===== config.mk =====
export PLATFORM = sky130hd
export DESIGN_NAME = uart_fifo_periph_flat
export DESIGN_NICKNAME = d
export VERILOG_FILES = /design/src/rtl/uart_pkg.sv /design/src/rtl/uart_fifo_periph_if.sv /design/src/rtl/rx_engine.sv /design/src/rtl/tx_engine.sv /design/src/rtl/uart_fifo.sv /design/src/rtl/uart_fifo_periph.sv /design/src/flat_wrapper.sv
export SDC_FILE = /design/constraint.sdc
export NUM_CORES = 1
export LEC_CHECK = 0
export BUFFER_PORTS_ARGS = -buffer_cell sky130_fd_sc_hd__buf_2
export CORE_UTILIZATION = 50
export DETAILED_ROUTE_END_ITERATION = 10
export PLACE_DENSITY_LB_ADDON = 0.2
export SLEW_MARGIN = 20
export SYNTH_ARGS = -nofsm -noshare
export SYNTH_HDL_FRONTEND = slang
export SYNTH_SLANG_ARGS = --single-unit

===== constraint.sdc =====
create_clock -name clk -period 6 [get_ports clk]
set_input_delay 1.2 -clock clk [delete_from_list [all_inputs] [get_ports clk]]
set_output_delay 1.2 -clock clk [all_outputs]
set_load 0.02 [all_outputs]

===== src/rtl/uart_pkg.sv =====
// Shared register map, ctrl/status bit positions and TX sequencer states
// for the uart_fifo_periph block.
package uart_pkg;

    localparam logic [15:0] OFS_DATA = 16'd0;
    localparam logic [15:0] OFS_STAT = 16'd1;
    localparam logic [15:0] OFS_CTRL = 16'd2;
    localparam logic [15:0] OFS_KLO  = 16'd3;
    localparam logic [15:0] OFS_KHI  = 16'd4;

    localparam int C_EIGHT = 0;
    localparam int C_PEN   = 1;
    localparam int C_OHEL  = 2;
    localparam int C_RXIE  = 3;
    localparam int C_TXIE  = 4;
    localparam int C_LOOP  = 5;

    localparam int S_RXNE   = 0;
    localparam int S_TXE    = 1;
    localparam int S_TXFULL = 2;
    localparam int S_PERR   = 3;
    localparam int S_FERR   = 4;
    localparam int S_RXOVF  = 5;
    localparam int S_TXOVF  = 6;
    localparam int S_RXFULL = 7;

    typedef enum logic [1:0] {
        T_IDLE,
        T_LOAD,
        T_BUSY
    } tx_state_t;

endpackage


===== src/rtl/uart_fifo_periph_if.sv =====
// tramelblaze port bus as seen by a peripheral: address, data,
// strobes and the acknowledged interrupt line.
interface uart_fifo_periph_if;
    logic [15:0] port_id;
    logic [15:0] out_port;
    logic [15:0] in_port;
    logic        write_strobe;
    logic        read_strobe;
    logic        int_ack;
    logic        interrupt;

    modport master (
        output port_id, out_port, write_strobe, read_strobe, int_ack,
        input  in_port, interrupt
    );

    modport slave (
        input  port_id, out_port, write_strobe, read_strobe, int_ack,
        output in_port, interrupt
    );
endinterface


===== src/rtl/rx_engine.sv =====
// Deserialiser: falling-edge start detect, samples mid-bit every k clocks,
// flags framing and parity errors; rxrdy holds until clr.
module rx_engine (
    input  logic        clk,
    input  logic        reset,
    input  logic        rx,
    input  logic [18:0] k,
    input  logic        eight,
    input  logic        pen,
    input  logic        even,
    input  logic        clr,
    output logic [7:0]  data,
    output logic        rxrdy,
    output logic        ferr,
    output logic        perr,
    output logic        ovf
);
    logic [2:0]  sync;
    logic        act, half, pbit, tick, rs;
    logic [18:0] cnt, lim;
    logic [3:0]  idx, nd;
    logic [7:0]  sh;

    assign rs   = sync[1];
    assign nd   = eight ? 4'd8 : 4'd7;
    assign lim  = half ? (k >> 1) : k;
    assign tick = ({1'b0, cnt} + 20'd1) >= {1'b0, lim};

    always_ff @(posedge clk or posedge reset) begin
        if (reset) begin
            sync  <= '1;
            act   <= 1'b0;
            half  <= 1'b0;
            cnt   <= '0;
            idx   <= '0;
            sh    <= '0;
            pbit  <= 1'b0;
            data  <= '0;
            rxrdy <= 1'b0;
            ferr  <= 1'b0;
            perr  <= 1'b0;
            ovf   <= 1'b0;
        end else begin
            sync <= {sync[1:0], rx};
            if (clr) rxrdy <= 1'b0;
            if (!act) begin
                // Only a high-to-low edge starts a frame
                if (sync[2] && !sync[1]) begin
                    act  <= 1'b1;
                    half <= 1'b1;
                    cnt  <= '0;
                    idx  <= '0;
                    sh   <= '0;
                end
            end else if (tick) begin
                cnt  <= '0;
                half <= 1'b0;
                idx  <= idx + 4'd1;
                if (idx == 4'd0) begin
                    if (rs) act <= 1'b0;
                end else if (idx <= nd) begin
                    sh[3'(idx - 4'd1)] <= rs;
                end else if (pen && idx == nd + 4'd1) begin
                    pbit <= rs;
                end else begin
                    act   <= 1'b0;
                    data  <= sh;
                    ferr  <= ~rs;
                    perr  <= pen & (pbit ^ (^sh) ^ ~even);
                    ovf   <= rxrdy & ~clr;
                    rxrdy <= 1'b1;
                end
            end else begin
                cnt <= cnt + 19'd1;
            end
        end
    end
endmodule


===== src/rtl/tx_engine.sv =====
// Serialiser: start, 7/8 data bits LSB first, optional parity, one stop;
// each bit lasts k clocks.
module tx_engine (
    input  logic        clk,
    input  logic        reset,
    input  logic        load,
    input  logic [7:0]  data,
    input  logic [18:0] k,
    input  logic        eight,
    input  logic        pen,
    input  logic        even,
    output logic        tx,
    output logic        txrdy
);
    logic        busy, tick;
    logic [18:0] cnt;
    logic [3:0]  idx, last;
    logic [10:0] sh, frame;
    logic [7:0]  d;

    assign d     = eight ? data : {1'b0, data[6:0]};
    assign last  = 4'd8 + {3'd0, eight} + {3'd0, pen};
    assign tick  = ({1'b0, cnt} + 20'd1) >= {1'b0, k};
    assign tx    = sh[0];
    assign txrdy = ~busy;

    always_comb begin
        frame      = '1;
        frame[0]   = 1'b0;
        frame[8:1] = d;
        if (!eight) frame[8] = 1'b1;
        if (pen) frame[{3'b100, eight}] = ^d ^ ~even;
    end

    // Ones shift in from the top so the line idles high after the stop bit
    always_ff @(posedge clk or posedge reset) begin
        if (reset) begin
            busy <= 1'b0;
            cnt  <= '0;
            idx  <= '0;
            sh   <= '1;
        end else if (!busy) begin
            if (load) begin
                busy <= 1'b1;
                cnt  <= '0;
                idx  <= '0;
                sh   <= frame;
            end
        end else if (tick) begin
            cnt <= '0;
            sh  <= {1'b1, sh[10:1]};
            if (idx >= last) busy <= 1'b0;
            else             idx  <= idx + 4'd1;
        end else begin
            cnt <= cnt + 19'd1;
        end
    end
endmodule


===== src/rtl/uart_fifo.sv =====
// Synchronous FIFO; a push into a full FIFO is accepted only when a pop
// happens in the same cycle, and a pop from an empty FIFO is ignored.
module uart_fifo #(
    parameter int WIDTH = 8,
    parameter int DEPTH = 16
) (
    input  logic                   clk,
    input  logic                   reset,
    input  logic                   push,
    input  logic                   pop,
    input  logic [WIDTH-1:0]       din,
    output logic [WIDTH-1:0]       dout,
    output logic                   full,
    output logic                   empty,
    output logic [$clog2(DEPTH):0] count
);
    localparam int AW = $clog2(DEPTH);

    logic [WIDTH-1:0] mem [DEPTH];
    logic [AW-1:0]    wp, rp;
    logic             do_push, do_pop;

    assign empty   = (count == '0);
    assign full    = (count == (AW+1)'(DEPTH));
    assign do_pop  = pop & ~empty;
    assign do_push = push & (~full | do_pop);
    assign dout    = mem[rp];

    always_ff @(posedge clk or posedge reset) begin
        if (reset) begin
            wp    <= '0;
            rp    <= '0;
            count <= '0;
        end else begin
            if (do_push) wp <= wp + 1'b1;
            if (do_pop)  rp <= rp + 1'b1;
            count <= count + (AW+1)'(do_push) - (AW+1)'(do_pop);
        end
    end

    always_ff @(posedge clk) begin
        if (do_push) mem[wp] <= din;
    end
endmodule


===== src/rtl/uart_fifo_periph.sv =====
// UART peripheral with TX/RX FIFOs, programmable divisor and interrupt.
// Define UART_LOOPBACK_EN to enable the ctrl[5] internal loopback.
module uart_fifo_periph
    import uart_pkg::*;
#(
    parameter int          FIFO_DEPTH = 16,
    parameter logic [15:0] BASE_ADDR  = 16'h0000,
    parameter logic [18:0] DEFAULT_K  = 19'd10417
) (
    input  logic clk,
    input  logic reset,
    input  logic rx,
    output logic tx,
    uart_fifo_periph_if.slave bus
);
    localparam int CW = $clog2(FIFO_DEPTH) + 1;

    logic [5:0]    ctrl;
    logic [18:0]   k;
    logic          tx_ovf, rx_ovf;
    logic [15:0]   ofs, status;
    logic          wr_data, rd_data, rd_stat;
    logic [7:0]    tx_head, rx_byte;
    logic          tx_full, tx_empty, tx_load;
    logic [9:0]    rx_head, rx_word;
    logic          rx_full, rx_empty, rx_push;
    logic [CW-1:0] tx_count_unused, rx_count_unused;
    logic          eng_tx, eng_rx, txrdy, loop;
    logic          rxrdy, rxrdy_q, ferr, perr, ovf_unused;
    logic          src, src_q, irq;
    tx_state_t     st, st_n;
    logic [1:0]    hold, hold_n;

    assign ofs     = bus.port_id - BASE_ADDR;
    assign wr_data = bus.write_strobe && ofs == OFS_DATA;
    assign rd_data = bus.read_strobe && ofs == OFS_DATA;
    assign rd_stat = bus.read_strobe && ofs == OFS_STAT;

    always_ff @(posedge clk or posedge reset) begin
        if (reset) begin
            ctrl   <= '0;
            k      <= DEFAULT_K;
            tx_ovf <= 1'b0;
            rx_ovf <= 1'b0;
        end else begin
            if (bus.write_strobe) begin
                case (ofs)
`ifdef UART_LOOPBACK_EN
                    OFS_CTRL: ctrl <= bus.out_port[5:0];
`else
                    OFS_CTRL: ctrl <= {1'b0, bus.out_port[4:0]};
`endif
                    OFS_KLO:  k[15:0]  <= bus.out_port;
                    OFS_KHI:  k[18:16] <= bus.out_port[2:0];
                    default:  ;
                endcase
            end
            // A new overflow in the clearing cycle stays visible
            if (rd_stat) begin
                tx_ovf <= 1'b0;
                rx_ovf <= 1'b0;
            end
            if (wr_data && tx_full && !tx_load) tx_ovf <= 1'b1;
            if (rx_push && rx_full && !rd_data) rx_ovf <= 1'b1;
        end
    end

    assign status = {8'h00, rx_full, tx_ovf, rx_ovf,
                     rx_head[9] & ~rx_empty,
                     rx_head[8] & ~rx_empty,
                     tx_full, tx_empty, ~rx_empty};

    always_comb begin
        bus.in_port = '0;
        case (ofs)
            OFS_DATA: if (!rx_empty) bus.in_port = {6'd0, rx_head};
            OFS_STAT: bus.in_port = status;
            OFS_CTRL: bus.in_port = {10'd0, ctrl};
            OFS_KLO:  bus.in_port = k[15:0];
            OFS_KHI:  bus.in_port = {13'd0, k[18:16]};
            default:  bus.in_port = '0;
        endcase
    end

    uart_fifo #(.WIDTH(8), .DEPTH(FIFO_DEPTH)) u_tx_fifo (
        .clk(clk), .reset(reset),
        .push(wr_data), .pop(tx_load),
        .din(bus.out_port[7:0]), .dout(tx_head),
        .full(tx_full), .empty(tx_empty),
        .count(tx_count_unused)
    );

    uart_fifo #(.WIDTH(10), .DEPTH(FIFO_DEPTH)) u_rx_fifo (
        .clk(clk), .reset(reset),
        .push(rx_push), .pop(rd_data),
        .din(rx_word), .dout(rx_head),
        .full(rx_full), .empty(rx_empty),
        .count(rx_count_unused)
    );

    always_ff @(posedge clk or posedge reset) begin
        if (reset) begin
            st   <= T_IDLE;
            hold <= '0;
        end else begin
            st   <= st_n;
            hold <= hold_n;
        end
    end

    // txrdy is still high for a cycle or two after load; hold masks it
    always_comb begin
        st_n    = st;
        hold_n  = hold;
        tx_load = 1'b0;
        case (st)
            T_IDLE: if (txrdy && !tx_empty) st_n = T_LOAD;
            T_LOAD: begin
                tx_load = 1'b1;
                hold_n  = '0;
                st_n    = T_BUSY;
            end
            T_BUSY: begin
                if (hold != 2'd2) hold_n = hold + 2'd1;
                else if (txrdy)   st_n   = T_IDLE;
            end
            default: st_n = T_IDLE;
        endcase
    end

`ifdef UART_LOOPBACK_EN
    assign loop = ctrl[C_LOOP];
`else
    assign loop = 1'b0;
`endif
    assign eng_rx = loop ? eng_tx : rx;
    assign tx     = loop ? 1'b1 : eng_tx;

    tx_engine u_tx (
        .clk(clk), .reset(reset),
        .load(tx_load), .data(tx_head), .k(k),
        .eight(ctrl[C_EIGHT]), .pen(ctrl[C_PEN]),
        .even(~ctrl[C_OHEL]),
        .tx(eng_tx), .txrdy(txrdy)
    );

    rx_engine u_rx (
        .clk(clk), .reset(reset),
        .rx(eng_rx), .k(k),
        .eight(ctrl[C_EIGHT]), .pen(ctrl[C_PEN]),
        .even(~ctrl[C_OHEL]), .clr(rx_push),
        .data(rx_byte), .rxrdy(rxrdy),
        .ferr(ferr), .perr(perr), .ovf(ovf_unused)
    );

    assign rx_word = {ferr, perr, rx_byte};
    assign src = (ctrl[C_RXIE] & ~rx_empty) |
                 (ctrl[C_TXIE] & tx_empty);

    always_ff @(posedge clk or posedge reset) begin
        if (reset) begin
            rxrdy_q <= 1'b0;
            rx_push <= 1'b0;
            src_q   <= 1'b0;
            irq     <= 1'b0;
        end else begin
            rxrdy_q <= rxrdy;
            rx_push <= rxrdy & ~rxrdy_q;
            src_q   <= src;
            if (src && !src_q)    irq <= 1'b1;
            else if (bus.int_ack) irq <= 1'b0;
        end
    end

    assign bus.interrupt = irq;
endmodule

===== src/flat_wrapper.sv =====
// flat-port wrapper written by rule: the top's interface ports become plain ports
module uart_fifo_periph_flat import uart_pkg::*;
#(
    parameter int          FIFO_DEPTH = 16,
    parameter logic [15:0] BASE_ADDR  = 16'h0000,
    parameter logic [18:0] DEFAULT_K  = 19'd10417
)
  (clk, reset, rx, tx, bus_port_id, bus_out_port, bus_write_strobe, bus_read_strobe, bus_int_ack, bus_in_port, bus_interrupt);
  uart_fifo_periph_if bus_i ();
  input  logic clk;
  input  logic reset;
  input  logic rx;
  output logic tx;
  input wire logic [$bits(bus_i.port_id)-1:0] bus_port_id;
  input wire logic [$bits(bus_i.out_port)-1:0] bus_out_port;
  input wire logic [$bits(bus_i.write_strobe)-1:0] bus_write_strobe;
  input wire logic [$bits(bus_i.read_strobe)-1:0] bus_read_strobe;
  input wire logic [$bits(bus_i.int_ack)-1:0] bus_int_ack;
  output wire logic [$bits(bus_i.in_port)-1:0] bus_in_port;
  output wire logic [$bits(bus_i.interrupt)-1:0] bus_interrupt;
  assign bus_i.port_id = bus_port_id;
  assign bus_i.out_port = bus_out_port;
  assign bus_i.write_strobe = bus_write_strobe;
  assign bus_i.read_strobe = bus_read_strobe;
  assign bus_i.int_ack = bus_int_ack;
  assign bus_in_port = bus_i.in_port;
  assign bus_interrupt = bus_i.interrupt;
  uart_fifo_periph #(.FIFO_DEPTH(FIFO_DEPTH), .BASE_ADDR(BASE_ADDR), .DEFAULT_K(DEFAULT_K)) u_core (.clk(clk), .reset(reset), .rx(rx), .tx(tx), .bus(bus_i));
endmodule

==> results.ini <==
[status]
status=finished clean

[pwr]
power_uw=6160
power.density_nw_per_um2=281
ir_drop_mv=0.161
static-leakage-power_uw=0.00898

[timing]
relSlewSlack=0.311
finalClockSkew_ns=0.00783
worst_pin_slew_ns=1.03
drv_slew=0
max_freq_ghz=0.209
setup_tns_ns=0
rsz0062_at_grt=no
setup_violations=0
fin_hold_ws_ns=0.375
min_period_over_period=0.796
finalHoldViolations=0
fin_crit_ns=4.78

[setup_path]
crit_fanout=26
start_kind=register
required_ns=4.80
cp_slowest_cell=dfrtp_2
worstRegToRegCells=13
path_cells=buf_4, mux2i_1, a221oi_1, a21o_1, a222oi_1, o22ai_1, buf_2
end_kind=output port
slowest_delay_ns=0.97
critPathKind=register to output port
arrival_ns=3.58

[synth]
synth_area_per_cell_sq_um=14.5
ys.flop_type=edfxtp_1
synth.yosys.seq_area_share=0.622
postSynth.asyncResetShare=0.330
synth.distinct_cells=67
ys_seq_elements=430
ys_warn_count=0
synth_area_sq_um=19700
synth_edf_count=288
syn_inst=1353
synthesis.nets=1465

[finish]
area_growth_pct=11.3
final_cell_mix=edfxtp_1 (288), dfrtp_1 (120), nand2_1 (88)
nFillCells=3066
layout_commonest_cell=edfxtp_1
diodes=0
final_layout_size_suffix_gt1_frac=0.164
fin_nets=1530
stdcell_area_sq_um=21900

[clock_network]
cts_hold_buffers=0
htree_levels=2
insertion_delay_ns=0.56
cts_setup_buffers=0
cts_root_buf=clkbuf_16
clkTransAtPathRegs_ns=0.06
cts_buffers=44
cts_tree=done
cts_resized=0
cts.sink_count=430
cts_buffer_depth=3

[grt]
grt_pass1_vias=11500
grtUsageTotal=0.221
grt_pass1_wl_mm=67.9
grt_overflow=0
grt_max_degree=102
antenna_found_initial=0

[route]
vias=11500
wl_per_cell_um=21.8
firstDrtPassIters=5
drt_iter0_markers=881
drc=0
viasPerCell=5.82
wl_mm=42.9
detail-route-antenna-nets=0

[floorplanning]
io-pin-count=56
std_cell_rows=72
dieArea_sq_um=40100
core-area_sq_um=38700
initial_core_util=0.508
fp.dieW_um=200
fp.dieH_um=200

[place]
io_buffer_count=55
dpl_cell_area_sq_um=20500
dp_hpwl_mm=28.4
gp_congestion=0.858

[min_path]
holdPathStages=0
hp-class=register to register

[job]
drv_cap=0

-- worst max-delay path, delay by kind of cell, from the launching register on --
family                 cells  cell delay [ns]
multiplexers               1             0.26
AO/OA/AOI/OAI              4             1.12
flip-flops                 1             0.97
buffers and inverters      2             0.66
-- cell usage after synthesis, types with 22 or more instances --
| cell | n | area, sq um |
|---|---|---|
| and2_1 | 28 | 175 |
| a22o_1 | 39 | 342 |
| a21o_1 | 22 | 165 |
| mux2i_1 | 41 | 410 |
| inv_1 | 61 | 229 |
| edfxtp_1 | 288 | 8650 |
| mux4_2 | 63 | 1420 |
| a21oi_1 | 27 | 135 |
| nand2_1 | 88 | 330 |
| ha_1 | 72 | 901 |
| xnor2_1 | 52 | 455 |
| o21ai_1 | 30 | 150 |
| clkbuf_1 | 38 | 143 |
| dfrtp_1 | 123 | 3080 |
| nor2_1 | 51 | 191 |
| nand3_1 | 33 | 165 |
-- per-stage QoR --
step,setup WS (ns),util,std cells
2_1_floorplan,1.02,-,1353
3_3_place_gp,1.50,0.529,1890
3_5_place_dp,1.51,0.529,1890
4_1_cts,1.16,0.565,1971
5_1_grt,1.00,0.565,1971
6_report,1.22,0.565,1971
-- cells by family (layout without fill, tap and decap cells) --
logic type	count (synthesis)	count (layout)	share of synthesized area
xor gates and xnor gates	71	71	0.0316
adders and majority gates	74	74	0.0478
DFF	430	430	0.622
buffers and inverters	121	221	0.0254
and+or+nand+nor	299	299	0.0760
AOI/OAI and AO/OA	222	222	0.0823
muxes	136	136	0.115
-- layout make-up --
class,instances,area [sq um],share of cell area
clock buffer,58,1200,0.0551
inverter,66,253,0.0115
clock inverter,23,191,0.00875
sequential,430,12200,0.559
tap,518,648,0.0296
timing repair buffer,74,418,0.0191
multi-input combinational,802,6940,0.317
-- sequential cells by signal, indices dropped and copies added, names as in the netlist, 2 cells and up --
signal,flops
u_core.u_tx.cnt,19
u_core.u_tx_fifo.mem,128
u_core.u_tx.sh,10
u_core.u_rx.cnt,19
u_core.u_rx_fifo.rp,4
u_core.ctrl,5
u_core.u_tx.idx,4
u_core.u_rx.idx,4
u_core.u_rx_fifo.mem,160
u_core.u_tx_fifo.rp,4
u_core.u_rx_fifo.wp,4
u_core.hold,2
u_core.u_rx.data,8
u_core.u_rx.sync,3
u_core.st,2
u_core.k,19
u_core.u_tx_fifo.count,5
u_core.u_rx.sh,8
u_core.u_rx_fifo.count,5
u_core.u_tx_fifo.wp,4
-- where the power goes --
part / switching, uW / internal, uW / total (uW)
Combinational: 138 / 118 / 256
Clock: 1120 / 1540 / 2660
Sequential: 46.7 / 3190 / 3240
Total: 1310 / 4850 / 6160
-- worst paths after layout --
check | startpoint | endpoint | slack (ns)
worst max-delay path | u_core.u_rx_fifo.rp[0] | bus_in_port[4] | 1.22
worst min-delay path | u_core.u_rx.rxrdy | u_core.rxrdy_q | 0.37
worst max register to register | u_core.u_rx.cnt[2] | u_core.u_rx.data[0] | 1.79
worst min register to register | u_core.u_rx.rxrdy | u_core.rxrdy_q | 0.37
max in group asynchronous | reset | u_core.u_rx_fifo.rp[0] | 3.95
min in group asynchronous | reset | u_core.u_tx.cnt[18] | 0.83
-- per-layer routing --
metal / wire (um) / GRT usage
met2: 21100 / 0.361
met1: 19000 / 0.309
met3: 1980 / 0.0350
met5: 0 / 0
met4: 847 / 0.0573
No activity file was read; power rests on OpenSTA's default activity.
